--- config.mk ---
export PLATFORM = sky130hd
export DESIGN_NAME = dcache_store_buffer
export DESIGN_NICKNAME = d
export VERILOG_FILES = /design/src/rtl/dcache_store_buffer.sv
export SDC_FILE = /design/constraint.sdc
export NUM_CORES = 1
export LEC_CHECK = 0
export CORE_ASPECT_RATIO = 0.75
export CORE_UTILIZATION = 35
export DETAILED_ROUTE_END_ITERATION = 6
export DONT_BUFFER_PORTS = 1
export GPL_ROUTABILITY_DRIVEN = 0
export GPL_TIMING_DRIVEN = 0
export HOLD_SLACK_MARGIN = 0.03
export PLACE_DENSITY_LB_ADDON = 0.15
export SETUP_SLACK_MARGIN = 0.02
export SYNTH_ARGS = -nofsm -noshare
export SYNTH_HDL_FRONTEND = slang
export SYNTH_SLANG_ARGS = --single-unit
--- constraint.sdc ---
create_clock -name clk -period 10 [get_ports clk]
set_input_delay 1 -clock clk [delete_from_list [all_inputs] [get_ports clk]]
set_output_delay 1 -clock clk [all_outputs]
set_load 0.03 [all_outputs]
--- src/rtl/dcache_store_buffer.sv ---
// dcache_store_buffer: pending D-cache store FIFO between the LSU store path
// and the data BRAM write port. Coalesces same-word stores and flags load hazards.
module dcache_store_buffer #(
    parameter  int LINE_WORDS = 4,
    parameter  int WAY_NUM    = 2,
    parameter  int INDEX_BITS = 6,
    parameter  int DEPTH      = 4,
    localparam int WAY_BITS   = (WAY_NUM > 1) ? $clog2(WAY_NUM) : 1,
    localparam int OFF_BITS   = (LINE_WORDS > 1) ? $clog2(LINE_WORDS) : 1,
    localparam int DATA_WIDTH = 32 * LINE_WORDS * WAY_NUM,
    localparam int BYTES      = DATA_WIDTH / 8,
    localparam int CNT_BITS   = $clog2(DEPTH) + 1
) (
    input  logic                  clk,
    input  logic                  reset,
    input  logic                  st_valid,
    output logic                  st_ready,
    input  logic [INDEX_BITS-1:0] st_index,
    input  logic [WAY_BITS-1:0]   st_way,
    input  logic [OFF_BITS-1:0]   st_offset,
    input  logic [3:0]            st_strb,
    input  logic [31:0]           st_data,
    input  logic                  ld_valid,
    input  logic [INDEX_BITS-1:0] ld_index,
    input  logic [WAY_BITS-1:0]   ld_way,
    input  logic [OFF_BITS-1:0]   ld_offset,
    output logic                  ld_hazard,
    input  logic                  bram_busy,
    output logic [INDEX_BITS-1:0] bram_waddr,
    output logic [BYTES-1:0]      bram_wen,
    output logic [DATA_WIDTH-1:0] bram_wdata,
    output logic                  empty,
    output logic [CNT_BITS-1:0]   count
);

    localparam int PTR_BITS = $clog2(DEPTH);
    localparam int SLOTS    = LINE_WORDS * WAY_NUM;

    typedef struct packed {
        logic [INDEX_BITS-1:0] index;
        logic [WAY_BITS-1:0]   way;
        logic [OFF_BITS-1:0]   offset;
        logic [3:0]            strb;
        logic [31:0]           data;
    } entry_t;

    entry_t              mem_q [DEPTH];
    entry_t              mem_d [DEPTH];
    logic [PTR_BITS-1:0] head_q, head_d;
    logic [PTR_BITS-1:0] tail_q, tail_d;
    logic [PTR_BITS-1:0] last_ptr;
    logic [PTR_BITS-1:0] hz_rel;
    logic [CNT_BITS-1:0] count_q, count_d;
    entry_t              head_e;
    entry_t              last_e;
    logic                push;
    logic                pop;
    logic                merge;
    logic                alloc;

    assign head_e   = mem_q[head_q];
    assign last_ptr = tail_q - PTR_BITS'(1);
    assign last_e   = mem_q[last_ptr];

    assign st_ready = (count_q < CNT_BITS'(DEPTH));
    assign empty    = (count_q == '0);
    assign count    = count_q;

    // A write is never issued in the reset cycle; pop only when the port is ours.
    assign pop   = !reset && (count_q != '0) && !bram_busy;
    assign push  = st_valid && st_ready;
    assign merge = push && (count_q != '0)
                && (last_e.index == st_index)
                && (last_e.way == st_way)
                && (last_e.offset == st_offset)
                && !(pop && (count_q == CNT_BITS'(1)));
    assign alloc = push && !merge;

    // FIFO next state: merge into tail, or allocate, plus head pop.
    always_comb begin
        mem_d   = mem_q;
        head_d  = head_q;
        tail_d  = tail_q;
        count_d = count_q;
        if (merge) begin
            mem_d[last_ptr].strb = last_e.strb | st_strb;
            for (int b = 0; b < 4; b++) begin
                if (st_strb[b]) begin
                    mem_d[last_ptr].data[8*b +: 8] = st_data[8*b +: 8];
                end
            end
        end else if (alloc) begin
            mem_d[tail_q].index  = st_index;
            mem_d[tail_q].way    = st_way;
            mem_d[tail_q].offset = st_offset;
            mem_d[tail_q].strb   = st_strb;
            mem_d[tail_q].data   = st_data;
            tail_d = tail_q + PTR_BITS'(1);
        end
        if (pop) begin
            head_d = head_q + PTR_BITS'(1);
        end
        case ({alloc, pop})
            2'b10:   count_d = count_q + CNT_BITS'(1);
            2'b01:   count_d = count_q - CNT_BITS'(1);
            default: count_d = count_q;
        endcase
    end

    // State registers; entries are cleared so the idle write bus reads zero.
    always_ff @(posedge clk) begin
        if (reset) begin
            for (int i = 0; i < DEPTH; i++) begin
                mem_q[i] <= '0;
            end
            head_q  <= '0;
            tail_q  <= '0;
            count_q <= '0;
        end else begin
            mem_q   <= mem_d;
            head_q  <= head_d;
            tail_q  <= tail_d;
            count_q <= count_d;
        end
    end

    // Drain: head word replicated across the line, enables only at its slot.
    always_comb begin
        bram_waddr = head_e.index;
        bram_wdata = {SLOTS{head_e.data}};
        bram_wen   = '0;
        if (pop) begin
            for (int s = 0; s < SLOTS; s++) begin
                if (int'(head_e.way) * LINE_WORDS + int'(head_e.offset) == s) begin
                    bram_wen[4*s +: 4] = head_e.strb;
                end
            end
        end
    end

    // Load hazard against every live entry, including the one draining now.
    always_comb begin
        ld_hazard = 1'b0;
        hz_rel    = '0;
        for (int i = 0; i < DEPTH; i++) begin
            hz_rel = PTR_BITS'(i) - head_q;
            if (ld_valid && (CNT_BITS'(hz_rel) < count_q)
                && (mem_q[i].index == ld_index)
                && (mem_q[i].way == ld_way)
                && (mem_q[i].offset == ld_offset)) begin
                ld_hazard = 1'b1;
            end
        end
    end

endmodule

==> run metrics <==
outcome=completed; DRC Markers=0; Die ar.=0.0329 mm^2; HP Class=reg -> reg; post-synthesis compound-gate area fraction=6.56%; GR Util met1=26.9%; crit path capture type=primary output; FILL cells=3,062; aggregate global routing overflow=0; Avg Cell Area, Syn=9.78 um^2; Routed WL=31,100 um; CTS Sinks=187; Die Span Y=157 um; DR vias=7,919; TritonRoute pass-1 iters=4; Resize count post-CTS=0; total track usage=18.6%; Synth Area in Adders=1.44%; Syn Inst Count=1,153; busiest layer in global routing=met2; Root Buffer=clkbuf_16; post-synthesis xor/xnor area fraction=3.96%; main combinational cell family by area after synthesis=multiplexers; Worst slew margin=32.6%; final worst-path cycle share=59.4%; post-synth top area share=33.2%; post-CTS setup buffer count=0; power share of the clock group=26.7%; Reg power frac=34.2%; RSZ-0062 raised after global routing=no; EDFF count, synth=0; P&R area growth vs syn=9.40%; met3 Use GR=3.73%; Clock Pin Slew Worst Setup and Hold Paths=0.08 ns; Slew Limit Fails=0; Int Power=1.45 mW; Net Switching=995 uW; met2 usage=28.4%; critical path class=reg -> out; Tightest Pin Transition=1.01 ns; clock buffer count from CTS=17; first-pass GRT wire length=45,800 um; fraction of layout cells with a size suffix above 1=30.5%; post-synth cell types=43; vias per cell=4.97; simple-gate portion of the synthesized area=10.5%; sequential area share after synthesis=33.2%; I/O Buffers=0; Async SR Flop Fraction=0%; Pwr Total=2.45 mW; vias in the first global route=7,293; max capacitance violation total=0; post-route minimum period=5.94 ns; Peak VDD IR=0.112 mV; critical path arrival=4.94 ns; Final TNS setup=0 ns; nets@finish=1,244; largest net degree at the start of global routing=17; sw frac=40.6%; I/O pin total=359; post-synthesis mux area share=26.3%; Setup-failing EPs final=0; # hold bufs at CTS=0; post-detail-place hpwl=22,800 um; Pleak=5.50 nW; synth top area cells=dfxtp_1 33%, mux2i_1 16%, buf_4 15%; final hold violations=0; antenna-violating nets left=0; die width=209 um; element type at the critical path start=flip-flop; Yosys top cell by area=dfxtp_1; Post-Synthesis Net Count=1,225; Post-Syn Area=0.0113 mm^2; TritonCTS clock tree=done; ys flop type=dfxtp_1; placeable core area=0.0315 mm^2; initial DRC count=374; drt wl/cell=19.5 um; Cell Rows=56; flops & latches, synth=187; Starting Density=35.8%; Comb power frac=39.2%; YS warnings=0; worst skew pair latency=0.44 ns; Fin Clk Skew=0.0198 ns; CTS max path bufs=2; f_max=168 MHz; Cell Pwr Density=198 mW/mm^2; crit path max fanout=10; initial antenna violation count=2; CP required=9.00 ns; H-tree depth=4
stage by stage:
stage	cells	hold WS, ns	setup WS (ns)	utilization, %	cell area [um^2]
after floorplan	1153	0.435	5.91	-	11300
after global placement	1559	0.442	4.47	37.5	11800
after detailed placement	1559	0.450	4.44	37.5	11800
after CTS	1591	0.459	3.95	39.2	12300
after global routing	1591	0.468	3.72	39.2	12300
final	1592	0.458	4.06	39.2	12300
layout make-up:
type / instances / area, um^2 / area share, %
Buffer: 290 / 2000 / 16.2
Multi-Input combinational cell: 666 / 5500 / 44.6
Inverter: 10 / 37.5 / 0.304
Tap cell: 406 / 508 / 4.12
Clock inverter: 11 / 88.8 / 0.720
Sequential cell: 187 / 3740 / 30.4
Clock buffer: 21 / 460 / 3.73
Antenna cell: 1 / 2.50 / 0.0203
power groups by stage:
| stage | clock network [mW] | logic [mW] | registers (mW) |
|---|---|---|---|
| floorplan | 0 | 0.837 | 0.840 |
| global placement | 0 | 0.961 | 0.852 |
| detailed placement | 0 | 0.964 | 0.852 |
| CTS | 0.672 | 0.966 | 0.835 |
| global route | 0.703 | 1.01 | 0.842 |
| finish | 0.653 | 0.958 | 0.836 |
flip-flops by register name, summed over array words and instances (netlist names):
signal and flops:
head_q 2, tail_q 2, count 3, mem_q 180
cell usage after synthesis (all sizes together), types with 4 or more instances:
master,count
dfxtp,187
mux2i,179
inv,9
ha,13
nor3,4
and3,5
xnor2,38
mux2,4
nor2,75
nor4,4
a21oi,43
buf,252
clkbuf,38
nand4,7
xor2,13
o221a,12
mux4,50
nand2,180
o21ai,7
worst paths after layout:
kind,slack [ns],endpoint,startpoint,depth (start not counted)
setup / recovery,4.06,ld_hazard,head_q[0],11
hold / removal,0.46,mem_q[47],mem_q[47],2
setup reg to reg,5.43,count[2],tail_q[0],15
hold reg to reg,0.46,mem_q[47],mem_q[47],2
worst max-delay path: stages, from the launching register on:
cell	delay, ns
dfxtp_1	0.31
clkbuf_1	0.32
buf_1	0.76
clkbuf_1	0.74
buf_1	0.72
xnor2_1	0.22
inv_1	0.07
ha_1	0.27
a21oi_1	0.22
o2111ai_1	0.13
nor4_1	0.30
o41a_1	0.41
routing by layer:
metal	routed length, um	vias up	share of wire, %
met5	13	-	0.042
met3	1570	15	5.0
met1	15600	3898	50
met4	231	2	0.74
met2	13600	259	44
li1	-	3745	-
placed cells by master (no fill, tap or decap), drive strengths merged, types with 4 or more instances in the layout:
cell type,n
clkbuf,59
nor2,75
nor3,4
ha,13
clkinv,7
a21oi,43
buf,252
xnor2,38
o221a,12
dfxtp,187
xor2,13
mux2,4
mux4,50
nor4,4
mux2i,179
o21ai,7
nand4,7
and3,5
inv,12
nand2,180
cells by family after synthesis:
kind of cell,Yosys count
buffers and inverters,300
and+or+nand+nor,291
muxes,233
DFF,187
AOI/OAI and AO/OA,78
xor gates and xnor gates,51
adders and majority gates,13
Note: power is estimated with default switching activity, not from simulation.
